File: config.mk
export PLATFORM = sky130hd
export DESIGN_NAME = store_buffer
export DESIGN_NICKNAME = d
export VERILOG_FILES = /design/src/rtl/store_buffer.sv
export SDC_FILE = /design/constraint.sdc
export NUM_CORES = 1
export LEC_CHECK = 0
export ABC_AREA = 1
export CAP_MARGIN = 15
export CORE_AREA = 2 2 219 221
export DETAILED_ROUTE_END_ITERATION = 8
export DIE_AREA = 0 0 221 223
export PLACE_DENSITY_LB_ADDON = 0.1
export RECOVER_POWER = 50
export SLEW_MARGIN = 30
export SYNTH_ARGS = -nofsm -noshare
export SYNTH_HDL_FRONTEND = slang
export SYNTH_SLANG_ARGS = --single-unit
File: constraint.sdc
create_clock -name clk_i -period 4.7 [get_ports clk_i]
set_input_delay 0.705 -clock clk_i [delete_from_list [all_inputs] [get_ports clk_i]]
set_output_delay 0.705 -clock clk_i [all_outputs]
set_load 0.02 [all_outputs]
File: src/rtl/store_buffer.sv
// Store buffer: circular FIFO of pending stores, a two-state drain engine towards
// the memory controller, and a combinational store-to-load forwarding lookup.
module store_buffer #(
    parameter int BUFFER_DEPTH = 4
) (
    input  logic        clk_i,
    input  logic        rst_n_i,
    input  logic        push_request_i,
    input  logic [65:0] packet_i,
    output logic        full_o,
    output logic        empty_o,
    output logic        store_request_o,
    output logic [31:0] store_data_o,
    output logic [31:0] store_address_o,
    output logic [1:0]  store_width_o,
    input  logic        store_done_i,
    input  logic [31:0] fwd_address_i,
    output logic        fwd_hit_o,
    output logic [31:0] fwd_data_o,
    output logic        fwd_conflict_o
);

    localparam int PTR_W = (BUFFER_DEPTH > 1) ? $clog2(BUFFER_DEPTH) : 1;
    localparam int CNT_W = PTR_W + 1;
    localparam logic [CNT_W-1:0] FULL_CNT = CNT_W'(BUFFER_DEPTH);
    localparam logic [1:0] WIDTH_WORD = 2'd2;

    localparam logic [0:0] IDLE    = 1'b0;
    localparam logic [0:0] REQUEST = 1'b1;

    logic [31:0] mem_data_q  [BUFFER_DEPTH];
    logic [31:0] mem_addr_q  [BUFFER_DEPTH];
    logic [1:0]  mem_width_q [BUFFER_DEPTH];

    logic [PTR_W-1:0] wr_ptr_q, wr_ptr_d;
    logic [PTR_W-1:0] rd_ptr_q, rd_ptr_d;
    logic [CNT_W-1:0] count_q, count_d;
    logic [0:0]       state_q, state_d;
    logic             store_req_q, store_req_d;
    logic [31:0]      store_data_q, store_data_d;
    logic [31:0]      store_addr_q, store_addr_d;
    logic [1:0]       store_width_q, store_width_d;

    logic             push_accept;
    logic             pop;
    logic [PTR_W-1:0] fwd_idx;

    assign full_o          = (count_q == FULL_CNT);
    assign empty_o         = (count_q == '0);
    assign store_request_o = store_req_q;
    assign store_data_o    = store_data_q;
    assign store_address_o = store_addr_q;
    assign store_width_o   = store_width_q;

    // A full buffer refuses pushes even when the head retires on the same edge.
    always_comb begin
        push_accept = push_request_i && !full_o;
        pop         = (state_q == REQUEST) && store_done_i;
        wr_ptr_d    = push_accept ? wr_ptr_q + PTR_W'(1) : wr_ptr_q;
        rd_ptr_d    = pop ? rd_ptr_q + PTR_W'(1) : rd_ptr_q;
        count_d     = count_q;
        if (push_accept && !pop) begin
            count_d = count_q + CNT_W'(1);
        end else if (!push_accept && pop) begin
            count_d = count_q - CNT_W'(1);
        end
    end

    always_comb begin
        state_d       = state_q;
        store_req_d   = store_req_q;
        store_data_d  = store_data_q;
        store_addr_d  = store_addr_q;
        store_width_d = store_width_q;
        case (state_q)
            IDLE: begin
                if (!empty_o) begin
                    store_data_d  = mem_data_q[rd_ptr_q];
                    store_addr_d  = mem_addr_q[rd_ptr_q];
                    store_width_d = mem_width_q[rd_ptr_q];
                    store_req_d   = 1'b1;
                    state_d       = REQUEST;
                end
            end
            default: begin
                if (store_done_i) begin
                    store_req_d = 1'b0;
                    state_d     = IDLE;
                end
            end
        endcase
    end

    // Walk oldest to youngest so the youngest overlapping entry has the final say.
    always_comb begin
        fwd_hit_o      = 1'b0;
        fwd_data_o     = '0;
        fwd_conflict_o = 1'b0;
        fwd_idx        = rd_ptr_q;
        for (int i = 0; i < BUFFER_DEPTH; i++) begin
            fwd_idx = rd_ptr_q + PTR_W'(i);
            if ((CNT_W'(i) < count_q) && (mem_addr_q[fwd_idx][31:2] == fwd_address_i[31:2])) begin
                if ((mem_width_q[fwd_idx] == WIDTH_WORD) && (mem_addr_q[fwd_idx] == fwd_address_i)) begin
                    fwd_hit_o      = 1'b1;
                    fwd_data_o     = mem_data_q[fwd_idx];
                    fwd_conflict_o = 1'b0;
                end else begin
                    fwd_hit_o      = 1'b0;
                    fwd_data_o     = '0;
                    fwd_conflict_o = 1'b1;
                end
            end
        end
    end

    always_ff @(posedge clk_i or negedge rst_n_i) begin
        if (!rst_n_i) begin
            wr_ptr_q      <= '0;
            rd_ptr_q      <= '0;
            count_q       <= '0;
            state_q       <= IDLE;
            store_req_q   <= 1'b0;
            store_data_q  <= '0;
            store_addr_q  <= '0;
            store_width_q <= '0;
        end else begin
            wr_ptr_q      <= wr_ptr_d;
            rd_ptr_q      <= rd_ptr_d;
            count_q       <= count_d;
            state_q       <= state_d;
            store_req_q   <= store_req_d;
            store_data_q  <= store_data_d;
            store_addr_q  <= store_addr_d;
            store_width_q <= store_width_d;
        end
    end

    // Entry storage is not reset; the pointers and count define what is valid.
    always_ff @(posedge clk_i) begin
        if (push_accept) begin
            mem_data_q[wr_ptr_q]  <= packet_i[65:34];
            mem_addr_q[wr_ptr_q]  <= packet_i[33:2];
            mem_width_q[wr_ptr_q] <= packet_i[1:0];
        end
    end

endmodule

Word-level counts from Yosys, hierarchy flattened
Memories as Yosys holds them, arrays and structs flattened.
Index checks and enable logic that the tools add are counted.
{"block": "word_totals", "regBits": 75, "ramBits": 264, "inputBits": 102, "out_inout_bits": 103, "word_cells": 91, "memories": 3}
{"block": "classes", "n_addsub": 6, "n_lt_le_gt_ge": 4, "n_eq_ne": 15, "muxes": 34, "bitwise": 2, "reduce_logical": 19}
{"memory": "mem_addr_q", "words": 4, "word_bits": 32, "read_ports": 4, "rd_ports_with_merged_regs": 0, "wr": 1, "line": "32", "text": "logic [31:0] mem_addr_q [BUFFER_DEPTH];"}
{"memory": "mem_data_q", "words": 4, "word_bits": 32, "read_ports": 4, "rd_ports_with_merged_regs": 0, "wr": 1, "line": "31", "text": "logic [31:0] mem_data_q [BUFFER_DEPTH];"}
{"memory": "mem_width_q", "words": 4, "word_bits": 2, "read_ports": 4, "rd_ports_with_merged_regs": 0, "wr": 1, "line": "33", "text": "logic [1:0] mem_width_q [BUFFER_DEPTH];"}
{"op": "$mux W32", "count": 8}
{"op": "$eq A32 B32 Y1", "count": 4}
{"op": "$eq A30 B30 Y1", "count": 4}
{"op": "$mux W1", "count": 24}
{"op": "$logic_and A1 B1 Y1", "count": 12}
{"op": "$eq A2 B2 Y1 const B", "count": 4}
{"op": "$lt A1 B3 Y1 const A", "count": 2}
{"op": "$lt A2 B3 Y1 const A", "count": 2}
{"op": "$mux W3", "count": 2}
{"op": "$add A2 B1 Y2 const B", "count": 2}
{"op": "$add A2 B2 Y2 const B", "count": 2}
{"op": "$reduce_and A2 Y1", "count": 2}
{"op": "$add A3 B1 Y3 const B", "count": 1}
{"op": "$eq A3 B3 Y1 const B", "count": 1}
{"op": "$logic_not A1 Y1", "count": 3}
{"op": "$logic_not A3 Y1", "count": 1}
{"op": "$sub A3 B1 Y3 const B", "count": 1}
{"op": "$ne A2 B1 Y1 const B", "count": 1}
{"op": "$ne A2 B2 Y1 const B", "count": 1}
{"op": "$not A1 Y1", "count": 2}
{"op": "$reduce_bool A2 Y1", "count": 1}

Logic depth before layout (Yosys ltp)
An unclocked memory read counts as a cell.
{"block": "logic_depth", "ltp_word": 8, "depth_mapped": 23, "mapped_depth_nobuf": 20}

Least setup slack after synthesis
OpenSTA, ideal clock, no wires.
{"block": "synth_timing", "kind": "flip-flop to flip-flop", "start": "register count_q[0]", "end": "memory mem_addr_q[0][0], enable pin", "setup_time_ns": 0.491, "arrival_time_ns": 3.664, "required_ns": 4.209, "setup_slack_ns": 0.545, "path_stages_with_launch": 6, "path_buffers": 0, "path_cell_list": "dfrtp_1 > inv_1 > ha_1 > nand2_1 > nand2_1 > nor2_1"}
{"block": "synth_between", "elab_chain_cells": 5}
{"element": "start, declared", "line": "37", "text": "logic [CNT_W-1:0] count_q, count_d;"}
{"element": "start signal, assigned", "line": "129", "text": "count_q <= count_d;"}
{"element": "$eq A3 B3 Y1", "line": "48", "text": "assign full_o = (count_q == FULL_CNT);"}
{"element": "$logic_not A1 Y1", "line": "57", "text": "push_accept = push_request_i && !full_o;"}
{"element": "$logic_and A1 B1 Y1", "line": "57"}
{"element": "$mux W1", "line": "140", "text": "if (push_accept) begin"}
{"element": "$mux W1 (implied by the code)", "line": "142", "text": "mem_addr_q[wr_ptr_q] <= packet_i[33:2];"}
{"element": "end, declared", "line": "32"}
No other way between the ends.

Final worst setup path
{"block": "layout_timing", "start": "register rd_ptr_q[0]", "end": "output port fwd_data_o[24]"}
{"block": "layout_between", "elab_chain_cells": 8, "word_cells_on_any_way": 34}
{"element": "start, declared", "line": "36", "text": "logic [PTR_W-1:0] rd_ptr_q, rd_ptr_d;"}
{"element": "start signal, assigned", "line": "128", "text": "rd_ptr_q <= rd_ptr_d;"}
{"element": "$add A2 B1 Y2, or another cell as far along", "line": "101", "text": "fwd_idx = rd_ptr_q + PTR_W'(i);"}
{"element": "$mem_v2 Z4 W32, or another cell as far along"}
{"element": "$eq A32 B32 Y1, or another cell as far along", "line": "103", "text": "if ((mem_width_q[fwd_idx] == WIDTH_WORD) && (mem_addr_q[fwd_idx] == fwd_address_i)) begin"}
{"element": "$logic_and A1 B1 Y1 or $mux W32 (tied branches)", "line": "103"}
{"element": "$mux W32 (on tied branches)", "line": "103, 102"}
{"element": "$mux W32 (2 in series)", "line": "102", "text": "if ((CNT_W'(i) < count_q) && (mem_addr_q[fwd_idx][31:2] == fwd_address_i[31:2])) begin"}
{"element": "$mux W32 (*)", "line": "102"}
{"element": "end, declared", "line": "19", "text": "output logic [31:0] fwd_data_o,"}
Every way passes the cells marked *; elsewhere a longest branch is shown, timed or not.

==> flow_summary.json <==
{
  "status": "finished with violations",
  "violations": "max-capacitance violations, max-slew violations",
  "crit_buf_inv": 7,
  "clk_latency_ps": 570,
  "dp_cells": 3578,
  "fmax_mhz": 216,
  "crit_chain": "inv_6 > nand2_2 > nand2_8 > buf_12 > buf_4 > nand2_1 > nand3_1 > nand2_1 > inv_1 > nand2_1 > nor2_1 > nand2_1 > nor2_2 > nand2_2 > inv_2 > clkbuf_16 > nand3_1 > nand2_1 > nand2_1 > nand2_1 > nand2_1 > nand2_1 > dlygate4sd2_1",
  "rr_startpoint": "count_q[0]",
  "cts_tree": "yes",
  "r2r_slack_ps": 1210,
  "synth_nets": 2984,
  "clock_sink_count": 339,
  "start_util_pct": 44.5,
  "grt_first_pass_wirelength_um": 105000,
  "slew_viol_final": 90,
  "clk_pin_slew_worst_paths_ps": 60,
  "multi_input_area_mm2": 0.00945,
  "critPathTopFamily": "simple AND/OR/NAND/NOR gates",
  "end_kind": "primary output",
  "drt_iter0_drc": 1919,
  "ys_warn_count": 0,
  "crit_path_start": "rd_ptr_q[0]",
  "num_rows": 80,
  "yosysMostFrequentCell": "nand2_1",
  "wl_per_cell_um": 18.6,
  "drive_gt1_share_pct": 6.01,
  "synth_edf_count": 264,
  "fillers": 4522,
  "cp.depth": 23,
  "synth_area_mm2": 0.0210,
  "antenna_found_initial": 12,
  "ant_nets": 0,
  "synth_commonest_cells": "nand2_1, o21ai_0, nand3_1, edfxtp_1, inv_1",
  "grt_pass1_vias": 18900,
  "gp_congestion": 0.898,
  "cts_buffers": 41,
  "hp-class": "register to register",
  "synth.distinct_cells": 40,
  "wl_um": 68200,
  "fin_nets": 3126,
  "fin_skew_ps": 20.2,
  "track_usage_pct": 27.3,
  "grt_start_max_net_pins": 73,
  "worst_pin_slew_ps": 2480,
  "port_buffers": 204,
  "cp_slowest_stage_delay_ps": 570,
  "critPathLaunchType": "register",
  "critPathMaxFanout": 16,
  "core_mm2": 0.0471,
  "drt_pass1_iterations": 6,
  "timing.final.crit_share_pct": 98.4,
  "synth_cells": 2873,
  "critPathRequiredTime_ps": 3990,
  "ir_drop_uv": 402,
  "powerDensity_mw_per_mm2": 682,
  "clock_path_buffers": 3,
  "setup_viol": 0,
  "maxCapViolations": 3,
  "synth_top_cell_by_area": "edfxtp_1",
  "pin_count": 205,
  "dp_hpwl_um": 44300,
  "synth_area_leaders": "edfxtp_1, nand2_1, dfrtp_1",
  "critPathSlowestCell": "dfrtp_4",
  "yosysSeqAreaShare_pct": 46.8,
  "drc_errors": 0,
  "cp.arrival_ps": 3920,
  "rsz0062_at_grt": "true",
  "die_x_um": 221,
  "timing.slew.headroom_pct": -65.2,
  "period_needed_ps": 4630,
  "r2r_cells": 6,
  "worst_r2r_endpoint": "mem_addr_q[1][28]",
  "die_height_um": 223,
  "ys_async_sr_fraction_pct": 22.1,
  "hold_violations": 0,
  "crit_type": "register to primary output",
  "hold_buffers": 0,
  "crit_end": "fwd_data_o[24]",
  "syn_area_per_cell_um2": 7.29,
  "leakagePower_uw": 0.0117,
  "root_buffer": "clkbuf_16",
  "via_per_inst": 5.41,
  "fin_cells": 3671,
  "hold_ws_ps": 472,
  "ys_ff_latch": 339,
  "cts_max_level": 2,
  "synth.top_cell.area_share_pct": 37.8,
  "vias": 19900,
  "yosys_most_used_dff": "edfxtp_1",
  "crit_top_cell": "nand2_1",
  "ff_latch_area_mm2": 0.00981,
  "syn2layout_area_growth_pct": 19.6,
  "die_area_mm2": 0.0493,
  "grt-ovfl-total": 0
}
-- power by group --
part | total (µW) | switching [µW] | internal (µW)
clock network | 3320 | 1330 | 1990
registers | 4450 | 378 | 4070
logic | 9320 | 6400 | 2920
total | 17100 | 8100 | 8980
-- metal layers --
layer / vias to the layer above / global-route usage [%] / routed length (µm)
li1: 9597 / - / -
met5: - / 0 / 27
met2: 826 / 43.3 / 30900
met3: 127 / 4.02 / 5190
met1: 9319 / 37.8 / 30100
met4: 4 / 11.1 / 2000
-- cell usage in the layout (no fill, tap or decap), drive strengths merged, types with 6 or more instances in the layout --
master         count
o21ai            358
clkbuf            79
edfxtp           264
a21oi              6
nand3            277
buf               53
nand4             37
clkinv            14
ha                 9
clkdlybuf4s50     74
nand2           1282
diode              9
dfrtp             75
xor2              55
dlygate4sd3       95
or2                7
dlymetal6s2s      10
inv              250
nor2              68
-- worst min path at each step --
stage                      from                  end  cells past startpoint
3_5_place_dp    store_data_o[1]      store_data_o[1]                      2
2_1_floorplan           rst_n_i           count_q[0]                      0
5_1_grt         store_data_o[1]      store_data_o[1]                      2
4_1_cts                 rst_n_i  store_address_o[21]                      1
3_3_place_gp    store_data_o[4]      store_data_o[4]                      2
6_report       store_data_o[20]     store_data_o[20]                      2
-- timing repair --
action                                  4_1_cts  5_1_grt
endpoints found under the setup margin       34       34
cloned                                        3        1
pin swaps                                     1        3
gates resized for setup                      35       63
setup buffers                                 2        3
-- worst min-delay path, delay by kind of cell, from the launching register on --
family | cells | cell delay, ps
and+or+nand+nor | 2 | 100
DFF | 1 | 340
-- kinds of logic (layout without fill, tap and decap cells) --
group | after synthesis | count (layout) | synth area share (%)
AND/OR/NAND/NOR | 1680 | 1681 | 32.7
AO/OA/AOI/OAI | 375 | 375 | 9.08
other | 0 | 9 | 0
XOR/XNOR | 56 | 56 | 2.34
adder cells (fa/ha/maj) | 9 | 9 | 0.537
buffers and inverters | 414 | 587 | 8.57
flip-flops | 339 | 339 | 46.8
-- registers in the layout, indices dropped and copies added, names as in the netlist --
name	count
store_address_o	32
store_width_o	2
store_request_o	1
mem_width_q	8
store_data_o	32
mem_addr_q	128
mem_data_q	128
state_q	1
rd_ptr_q	2
wr_ptr_q	2
count_q	3
-- layout make-up --
type,count,area share [%]
sequential,339,39.1
multi-input combinational,2121,37.7
timing repair buffer,263,10.6
clock buffer,52,4.51
inverter,249,3.77
tap,615,3.07
clock inverter,23,1.09
antenna,9,0.0899
-- through the flow --
stage | setup slack (ps) | total power, µW | utilization, % | setup TNS, ps | instance area (µm²)
floorplan | 545 | 10700 | - | 0 | 21000
global placement | 129 | 13300 | 49.9 | 0 | 23500
detailed placement | 154 | 13500 | 49.9 | 0 | 23500
CTS | -192 | 17000 | 53.1 | -1560 | 25000
global route | -70.1 | 18400 | 53.1 | -111 | 25100
finish | 73.6 | 17100 | 53.2 | 0 | 25100
No activity file was read; power rests on OpenSTA's default activity.
